$ cat config.mk
export PLATFORM = sky130hd
export DESIGN_NAME = sid_vca_flat
export DESIGN_NICKNAME = d
export VERILOG_FILES = /design/src/rtl/sid_vca_pkg.sv /design/src/rtl/sid_vca_if.sv /design/src/rtl/sid_vca_mul.sv /design/src/rtl/sid_vca.sv /design/src/flat_wrapper.sv
export SDC_FILE = /design/constraint.sdc
export NUM_CORES = 1
export LEC_CHECK = 0
export CAP_MARGIN = 40
export CORE_ASPECT_RATIO = 1.5
export CORE_MARGIN = 2
export CORE_UTILIZATION = 63
export CTS_BUF_LIST = sky130_fd_sc_hd__clkbuf_16
export CTS_CLUSTER_SIZE = 10
export DETAILED_ROUTE_END_ITERATION = 6
export DONT_BUFFER_PORTS = 1
export PLACE_DENSITY = 0.79
export SLEW_MARGIN = 15
export SYNTH_ARGS = -nofsm -noshare
export SYNTH_HDL_FRONTEND = slang
export SYNTH_SLANG_ARGS = --single-unit
$ cat constraint.sdc
create_clock -name clk -period 3.1 [get_ports clk]
set_input_delay 0.155 -clock clk [delete_from_list [all_inputs] [get_ports clk]]
set_output_delay 0.155 -clock clk [all_outputs]
set_load 0.005 [all_outputs]
$ cat src/rtl/sid_vca_pkg.sv
// sid_pkg: shared widths, waveform midpoint and FSM state encoding for the sid_vca voice amplitude stage.
package sid_pkg;
    localparam int WAVE_W = 12;
    localparam int ENV_W = 8;
    localparam int OUT_W = 16;
    localparam int ACC_W = WAVE_W + ENV_W;
    localparam logic [WAVE_W-1:0] WAVE_MID = 12'h800;
    typedef enum logic [1:0] {
        IDLE = 2'd0,
        MUL  = 2'd1,
        DONE = 2'd2
    } state_t;
endpackage

$ cat src/rtl/sid_vca_if.sv
// sid_vca_if: sample strobe, operands and scaled-sample outputs of the voice amplitude stage.
interface sid_vca_if;
    import sid_pkg::*;
    logic clkEn;
    logic [WAVE_W-1:0] iWave;
    logic [ENV_W-1:0] iEnv;
    logic [OUT_W-1:0] oOut;
    logic oValid;
    logic oBusy;
    modport master(output clkEn, iWave, iEnv, input oOut, oValid, oBusy);
    modport slave(input clkEn, iWave, iEnv, output oOut, oValid, oBusy);
endinterface

$ cat src/rtl/sid_vca_mul.sv
// sid_vca_mul: iterative shift-add signed-by-unsigned multiplier, one multiplier bit per step.
module sid_vca_mul #(
    parameter int ENV_W = 8,
    parameter int ACC_W = 20
) (
    input  logic clk,
    input  logic rst,
    input  logic i_start,
    input  logic i_step,
    input  logic signed [ACC_W-1:0] i_mcand,
    input  logic [ENV_W-1:0] i_mplier,
    output logic o_last,
    output logic signed [ACC_W-1:0] o_acc
);
    localparam int CNT_W = $clog2(ENV_W);
    logic signed [ACC_W-1:0] r_mcand;
    logic signed [ACC_W-1:0] r_acc;
    logic [ENV_W-1:0] r_mplier;
    logic [CNT_W-1:0] r_cnt;
    always_ff @(posedge clk) begin
        if (rst) begin
            r_mcand <= '0;
            r_acc <= '0;
            r_mplier <= '0;
            r_cnt <= '0;
        end else if (i_start) begin
            r_mcand <= i_mcand;
            r_acc <= '0;
            r_mplier <= i_mplier;
            r_cnt <= '0;
        end else if (i_step) begin
            r_acc <= r_mplier[0] ? r_acc + r_mcand : r_acc;
            r_mcand <= r_mcand <<< 1;
            r_mplier <= r_mplier >> 1;
            r_cnt <= r_cnt + 1'b1;
        end
    end
    assign o_last = r_cnt == CNT_W'(ENV_W - 1);
    assign o_acc = r_acc;
endmodule

$ cat src/rtl/sid_vca.sv
// sid_vca: scales a voice waveform sample by the envelope once per clkEn, 10 clk latency.
// Define SID_VCA_ROUND_EN to round half up instead of truncating toward -inf.
module sid_vca
    import sid_pkg::*;
(
    input logic clk,
    input logic rst,
    sid_vca_if.slave bus
);
    state_t r_state;
    logic [OUT_W-1:0] r_out;
    logic r_valid;
    logic w_start;
    logic w_last;
    logic [WAVE_W-1:0] w_off;
    logic signed [ACC_W-1:0] w_mcand;
    logic signed [ACC_W-1:0] w_acc;
    logic signed [ACC_W-1:0] w_res;
    // Subtracting the midpoint is a top-bit flip, giving a two's complement offset sample
    assign w_off = bus.iWave ^ WAVE_MID;
    assign w_mcand = {{ENV_W{w_off[WAVE_W-1]}}, w_off};
    assign w_start = r_state == IDLE && bus.clkEn;
`ifdef SID_VCA_ROUND_EN
    assign w_res = w_acc + ACC_W'(1 << (ACC_W - OUT_W - 1));
`else
    assign w_res = w_acc;
`endif
    sid_vca_mul #(.ENV_W(ENV_W), .ACC_W(ACC_W)) u_mul (
        .clk(clk),
        .rst(rst),
        .i_start(w_start),
        .i_step(r_state == MUL),
        .i_mcand(w_mcand),
        .i_mplier(bus.iEnv),
        .o_last(w_last),
        .o_acc(w_acc)
    );
    always_ff @(posedge clk) begin
        if (rst) begin
            r_state <= IDLE;
            r_out <= '0;
            r_valid <= 1'b0;
        end else begin
            r_valid <= 1'b0;
            case (r_state)
                IDLE: r_state <= bus.clkEn ? MUL : IDLE;
                MUL: r_state <= w_last ? DONE : MUL;
                DONE: begin
                    r_out <= w_res[ACC_W-1 -: OUT_W];
                    r_valid <= 1'b1;
                    r_state <= IDLE;
                end
                default: r_state <= IDLE;
            endcase
        end
    end
    assign bus.oOut = r_out;
    assign bus.oValid = r_valid;
    assign bus.oBusy = r_state != IDLE;
endmodule

$ cat src/flat_wrapper.sv
// flat-port wrapper written by rule: the top's interface ports become plain ports
module sid_vca_flat import sid_pkg::*;
  (clk, rst, bus_clkEn, bus_iWave, bus_iEnv, bus_oOut, bus_oValid, bus_oBusy);
  sid_vca_if bus_i ();
  input logic clk;
  input logic rst;
  input wire logic [$bits(bus_i.clkEn)-1:0] bus_clkEn;
  input wire logic [$bits(bus_i.iWave)-1:0] bus_iWave;
  input wire logic [$bits(bus_i.iEnv)-1:0] bus_iEnv;
  output wire logic [$bits(bus_i.oOut)-1:0] bus_oOut;
  output wire logic [$bits(bus_i.oValid)-1:0] bus_oValid;
  output wire logic [$bits(bus_i.oBusy)-1:0] bus_oBusy;
  assign bus_i.clkEn = bus_clkEn;
  assign bus_i.iWave = bus_iWave;
  assign bus_i.iEnv = bus_iEnv;
  assign bus_oOut = bus_i.oOut;
  assign bus_oValid = bus_i.oValid;
  assign bus_oBusy = bus_i.oBusy;
  sid_vca u_core (.clk(clk), .rst(rst), .bus(bus_i));
endmodule
==> results of run 1 <==
-- Yosys cell counts (3+ instances only) --
| master | count | area, um2 |
|---|---|---|
| o21a_1 | 4 | 30.0 |
| a21oi_1 | 64 | 320 |
| clkbuf_1 | 20 | 75.1 |
| ha_1 | 21 | 263 |
| o21ai_0 | 10 | 50.1 |
| inv_1 | 3 | 11.3 |
| xor2_1 | 7 | 61.3 |
| dfxtp_1 | 70 | 1400 |
| a22oi_1 | 17 | 128 |
| nand3_1 | 15 | 75.1 |
| a211oi_1 | 3 | 22.5 |
| and2_1 | 4 | 25.0 |
| nand2b_1 | 4 | 25.0 |
| nor2_1 | 19 | 71.3 |
| nand4_1 | 5 | 31.3 |
| a21o_1 | 10 | 75.1 |
| o31a_1 | 3 | 26.3 |
| xnor2_1 | 6 | 52.6 |
| a31oi_1 | 12 | 75.1 |
| nand2_1 | 109 | 409 |
-- power groups by stage --
| stage | Combinational [mW] | Sequential, mW | Clock (mW) |
|---|---|---|---|
| global placement | 0.173 | 0.979 | 0 |
| floorplan | 0.145 | 0.970 | 0 |
| finish | 0.194 | 0.962 | 1.12 |
| detailed placement | 0.177 | 0.980 | 0 |
| CTS | 0.191 | 0.961 | 1.14 |
| global route | 0.214 | 0.965 | 1.18 |
-- worst reg2reg max path, delay by kind of cell, from the launching register on --
| kind | cells | cell delay [ns] |
|---|---|---|
| fa+ha+maj | 2 | 0.65 |
| xor+xnor | 1 | 0.19 |
| compound gates | 6 | 1.16 |
| flops | 1 | 0.32 |
-- registers in the layout, summed over array words and instances (netlist names) --
register and count:
u_core.u_mul.r_mplier 8, u_core.bus.oValid 1, u_core.u_mul.r_cnt 3, u_core.u_mul.r_mcand 20, u_core.u_mul.o_acc 20, u_core.r_state 2, u_core.bus.oOut 16
-- area by class of cell --
type                            instances  area share, %
Tap cell                               70           2.21
Sequential cell                        70           35.4
Multi-Input combinational cell        348           51.3
Inverter                                3          0.285
Clock inverter                          7           2.59
Timing Repair Buffer                   11           2.53
Clock buffer                            9           5.69
-- placed cells by master (no fill, tap or decap), types with 3 or more instances in the layout --
cell,count
nand2_1,109
dfxtp_1,70
a21oi_1,64
ha_1,21
nor2_1,19
a22oi_1,17
nand3_1,15
a31oi_1,12
a21o_1,10
o21ai_0,10
clkbuf_16,9
buf_4,8
xor2_1,7
xnor2_1,6
nand4_1,5
and2_1,4
o21a_1,4
nand2b_1,4
inv_1,3
a211oi_1,3
o31a_1,3
inv_6,3
-- layer usage --
metal | vias to the layer above | GRT usage, % | routed length (um)
met3 | 27 | 5.03 | 380
met1 | 1486 | 32.8 | 3610
li1 | 1581 | - | -
met5 | - | 0 | 0
met4 | 0 | 16.0 | 333
met2 | 112 | 55.4 | 4830
-- cells by family after synthesis --
logic type | count (synthesis) | synth area share [%]
XOR/XNOR | 13 | 3.22
adder cells (fa/ha/maj) | 22 | 7.99
AND/OR/NAND/NOR | 175 | 21.9
flip-flops | 70 | 39.6
AO/OA/AOI/OAI | 137 | 23.9
buffers and inverters | 28 | 3.08
multiplexers | 1 | 0.283
-- path summary, 6_finish.rpt --
path,cells past startpoint,start,end
max,9,u_core.u_mul.o_acc[0],u_core.u_mul.o_acc[18]
max reg2reg,9,u_core.u_mul.o_acc[0],u_core.u_mul.o_acc[18]
min,2,bus_iEnv[3],u_core.u_mul.r_mplier[3]
min reg2reg,2,u_core.u_mul.r_mplier[1],u_core.u_mul.r_mplier[1]
-- metrics by stage --
step	cell area, um2	hold WS, ns	total power, mW	util (%)
final	3960	0.0294	2.28	72.6
after global routing	3960	0.0320	2.36	72.6
after CTS	3960	0.0221	2.29	72.6
after detailed placement	3590	0.229	1.16	65.8
after global placement	3590	0.228	1.15	65.8
after floorplan	3540	0.291	1.12	-
==> impl_results.md, run 1 <==
- Hold Crit Class: primary input to register
- Total CTS buffers: 9
- Initial antenna violation count: 0
- Grt total ovfl: 0
- Pleak: 1.54 nW
- Place WS: 0.720 ns
- Register area share after synthesis: 39.6%
- Total Die Area: 6240 um2
- Starting DRT DRC Count: 215
- Crit path largest cell delay: 0.42 ns
- RSZ-0062 raised after global routing: no
- CP startpoint kind: register
- Register Area: 1400 um2
- First-pass DRT Iterations: 5
- Wirelength, routed: 9.15 mm
- Post-DRT Antenna Nets: 0
- TritonCTS clock tree: done
- Ys Warns: 0
- Clock Skew: 0.00792 ns
- Cell Area, Synth: 3540 um2
- Row count: 33
- Layout fillers: 444
- Vias in the first global route: 2999
- Cells after synthesis: 446
- HPWL after DPL: 6.39 mm
- Sequential share of power: 42.2%
- Psw: 0.566 mW
- Crit share post-route: 79.3%
- First-pass GRT wire length: 14.3 mm
- Layout Nets: 488
- Antenna Cells: 0
- Fin crit period: 2.46 ns
- Synth Register Bits: 70
- Fmax: 407 MHz
- VDD IR max: 509 uV
- Unique masters post-synth: 51
- Syn avg cell area: 7.93 um2
- Crit-path cells: ha_1, fa_1, a21o_1, a21o_4, a21boi_0, o21ai_0, a31oi_1, xor2_1, o21ai_0
- Most frequent CP cell: o21ai_0
- Clock transition at path regs: 0.06 ns
- Status: completed
- Clock latency on the worst-skew pair: 0.33 ns
- PwrDens: 577 nW/um2
- Via count: 3206
- Max Slew Vio Count: 0
- EDFF count, synth: 0
- Die Span X: 65.2 um
- Slew margin rel.: 52.5%
- WL/cell: 17.7 um
- Crit path kind: register to register
- TritonCTS Sinks: 70
- Buf/Inv on CP: 0
- Proportion of layout cells with a drive suffix above 1: 7.14%
- Worst EP arrival: 2.67 ns
- Clock Power Share: 49.3%
- Number of gates resized after cts: 0
- DRC: 0
- Internal Pwr Total: 1.72 mW
- CTS HTree Levels: 3
- Largest net degree at the start of global routing: 39
- Ys async rst share: 0%
- Worst-case clock buffer depth: 2
- Starting density of the core: 64.9%
- Area Overhead vs Synth: 11.8%
- Slowest CP cell: fa_1
- CP Capture Type: register
- Area of the core: 5450 um2
- Maxcap violations: 0
- CTS Hold Buffers Added: 3
- Finished Layout Cells: 518
- PortBufs: 0
- Fin. Hold Viols: 0
- Primary FF master, synth: dfxtp_1
- Comb pwr share: 8.5%
- Root Driver: clkbuf_16
- Post-Syn Nets: 491
- Gpl congestion: 0.974
- Post-CTS setup buffer count: 0
- Vias per cell: 6.19
- Worst Max-Slew Pin Slew: 0.713 ns
- Total global-route track usage: 30.2%
- Die Height: 95.8 um
- IO Count: 41
- Placed cells: 499
- CP delay by family, top: compound AO/OA/AOI/OAI gates
- Sw Share: 24.8%
- Setup tns final: 0 ns
- Critical Path RT: 3.31 ns
- Final setup viols: 0
- Multi-input gate area: 2030 um2
- Worst Path Max Fanout: 4
- Worst R2R Setup Slack: 0.64 ns
- Final WS setup: 0.641 ns
(Power assumes the default switching activity.)
==> run 2, diff against run 1 <==
clock period = 2.45 ns   (was 3.1 ns; I/O delays follow)
==> run 2 against run 1 <==
The run now ends with hold timing left. Largest cell class unchanged. Sequential share of layout area decreased by 1.4 points. Hold slack got worse by 0.030 ns. Count of clock-buffer cells in the layout unchanged. Highest routed layer unchanged. Wire length increased by 11%. Sequential power increased by 27%. Clock power increased by 29%. Combinational power increased by 41%. Setup slack got worse by 0.52 ns. First-iteration DRC count increased by 13%. Register-to-register slack got worse by 0.52 ns. Via count increased by 5.7%. Global-route usage increased by 3.7 points.
==> impl_results.md, run 2 (same netlist as run 1, synthesis figures left out) <==
- Fin. Hold Viols: 1 (+1)
- Starting DRT DRC Count: 243 (+13%)
- Worst Max-Slew Pin Slew: 0.740 ns (+0.0269 ns)
- Final setup viols: 0 (unchanged)
- Wirelength, routed: 10.1 mm (+11%)
- Crit Reg-Reg Startpoint: u_core.u_mul.r_mcand[0]
- Finished Layout Cells: 535 (+3.3%)
- Post-DP Area: 3630 um2 (+1.0%)
- Register Area: 1400 um2 (unchanged)
- Post-DRT Antenna Nets: 0 (unchanged)
- Die Span X: 65.2 um (unchanged)
- Area Overhead vs Synth: 16.4%
- Most frequent cells in the layout: nand2_1 (109), dfxtp_1 (70), a21oi_1 (64), ha_1 (21), nor2_1 (19)
- Vias per cell: 6.33 (+2.3%)
- RSZ-0062 raised after global routing: no
- Crit path kind: register to register
- R2R depth: 9 (unchanged)
- Clock latency on the worst-skew pair: 0.34 ns (about the same)
- HPWL after DPL: 6.67 mm (+4.5%)
- WHS Path Cells: 2 (unchanged)
- CP delay by family, top: compound AO/OA/AOI/OAI gates
- Grt total ovfl: 0 (unchanged)
- Row count: 33 (unchanged)
- Worst-case clock buffer depth: 2 (unchanged)
- Worst setup path end: u_core.u_mul.o_acc[14]
- Clock transition at path regs: 0.06 ns (about the same)
- Final Cell Area: 4120 um2 (+4.1%)
- IO Count: 41 (unchanged)
- First-pass GRT wire length: 16.0 mm (+12%)
- CP Capture Type: register
- Crit-path cells: ha_1, fa_1, a21o_1, a21o_4, a21boi_1, o21ai_1, nand2_1, nor4_1, a311o_1
- Met3 global-route usage: 6.08% (+1.1 points)
- VDD IR max: 849 uV (+67%)
- Critical Path RT: 2.68 ns (-0.63 ns)
- Setup tns final: 0 ns (unchanged)
- Commonest non-fill, non-tap cell in the layout: nand2_1
- Vias in the first global route: 3411 (+14%)
- Gr busiest metal: met2
- Gpl congestion: 0.920 (-5.5%)
- Total CTS buffers: 9 (unchanged)
- Met2 GRT Util: 64.6% (+9.2 points)
- Crit path largest cell delay: 0.43 ns (about the same)
- PwrDens: 713 nW/um2 (+24%)
- TritonCTS clock tree: done
- PortBufs: 0 (unchanged)
- Via count: 3388 (+5.7%)
- Layout Nets: 505 (+3.5%)
- Placed cells: 504 (+1.0%)
- Area of the core: 5450 um2 (unchanged)
- Pleak: 1.61 nW (+4.8%)
- Max Slew Vio Count: 0 (unchanged)
- CP startpoint kind: register
- Post-CTS setup buffer count: 0 (unchanged)
- WL/cell: 18.9 um (+7.0%)
- Clock Skew: 0.00646 ns (-0.00146 ns)
- TritonCTS Sinks: 70 (unchanged)
- Status: finished, violations left
- Reg2reg end: u_core.u_mul.o_acc[14]
- Failing checks: hold timing
- Proportion of layout cells with a drive suffix above 1: 8.17% (+1.0 points)
- CTS HTree Levels: 3 (unchanged)
- Hold Crit Class: primary input to register
- Worst R2R Setup Slack: 0.12 ns (-0.52 ns)
- Hold WS: -0.000400 ns (-0.0298 ns)
- Slowest CP cell: fa_1
- Slew margin rel.: 50.7% (-1.8 points)
- Starting density of the core: 64.9% (unchanged)
- Total Die Area: 6240 um2 (unchanged)
- Initial antenna violation count: 0 (unchanged)
- Worst EP arrival: 2.55 ns (-0.12 ns)
- Largest net degree at the start of global routing: 39 (unchanged)
- Worst Path Max Fanout: 4 (unchanged)
- Maxcap violations: 0 (unchanged)
- Met1 usage: 33.5% (+0.64 points)
- Layout fillers: 406 (-8.6%)
- Levels on crit path: 9 (unchanged)
- Antenna Cells: 0 (unchanged)
- DRC: 0 (unchanged)
- Fin crit period: 2.33 ns (-0.133 ns)
- Buf/Inv on CP: 0 (unchanged)
- CP startpoint: u_core.u_mul.r_mcand[0]
- Total global-route track usage: 33.9% (+3.7 points)
- Fmax: 430 MHz (+5.7%)
- Crit share post-route: 94.9% (+16 points)
- Multi-input gate area: 2030 um2 (+0.31%)
- First-pass DRT Iterations: 5 (unchanged)
- Root Driver: clkbuf_16
- Die Height: 95.8 um (unchanged)
run 2: changes by cell type in the layout (fill, tap and decap cells not counted), sizes merged:
cell,before,now
buf,9,14
dlygate4sd3,2,14
run 2: metrics by stage:
stage,util [%],total power [mW],worst slack (ns)
global route,75.6,3.00,0.00365
global placement,66.4,1.46,0.117
floorplan,-,1.41,0.290
detailed placement,66.5,1.47,0.0856
CTS,75.5,2.92,0.0304
finish,75.6,2.94,0.124
run 2: final cells by class:
| type | instances | share of cell area, % |
|---|---|---|
| sequential | 70 | 34.0 |
| inverter | 3 | 0.273 |
| clock buffer | 9 | 5.47 |
| clock inverter | 7 | 2.49 |
| tap | 70 | 2.13 |
| timing repair buffer | 28 | 6.26 |
| multi-input combinational | 348 | 49.4 |
run 2: how the worst min path moves through the flow:
| stage | startpoint | endpoint | slack (ns) |
|---|---|---|---|
| 6_report | bus_iWave[6] | u_core.u_mul.r_mcand[6] | -0.0004 |
| 5_1_grt | bus_iWave[6] | u_core.u_mul.r_mcand[6] | 0.01 |
| 4_1_cts | bus_iWave[6] | u_core.u_mul.r_mcand[6] | 0.0004 |
| 3_5_place_dp | rst | u_core.bus.oOut[5] | 0.20 |
| 3_3_place_gp | rst | u_core.bus.oOut[5] | 0.20 |
| 2_1_floorplan | bus_iEnv[7] | u_core.u_mul.r_mplier[7] | 0.26 |
run 2: metal layers:
metal	part of all wire [%]	up-vias
met5	0	-
met4	4.3	0
met1	37	1609
met2	54	131
li1	-	1610
met3	4.6	38
run 2: where the power goes:
group	switching, mW	internal [mW]
clock	0.542	0.903
combinational	0.167	0.107
sequential	0.0394	1.18
total	0.748	2.19
run 2: repair_timing:
| item | CTS | global route |
|---|---|---|
| hold endpoints to repair | 38 | 0 |
| endpoints found under the setup margin | 0 | 3 |
| hold buffers | 15 | 0 |
| resized for setup | 0 | 3 |
run 2: worst register-to-register path, delay by kind of cell, from the launching register on:
kind / cells / cell delay, ns
flip-flops: 1 / 0.34
adder cells (fa/ha/maj): 2 / 0.65
AO/OA/AOI/OAI: 5 / 1.09
AND/OR/NAND/NOR: 2 / 0.15
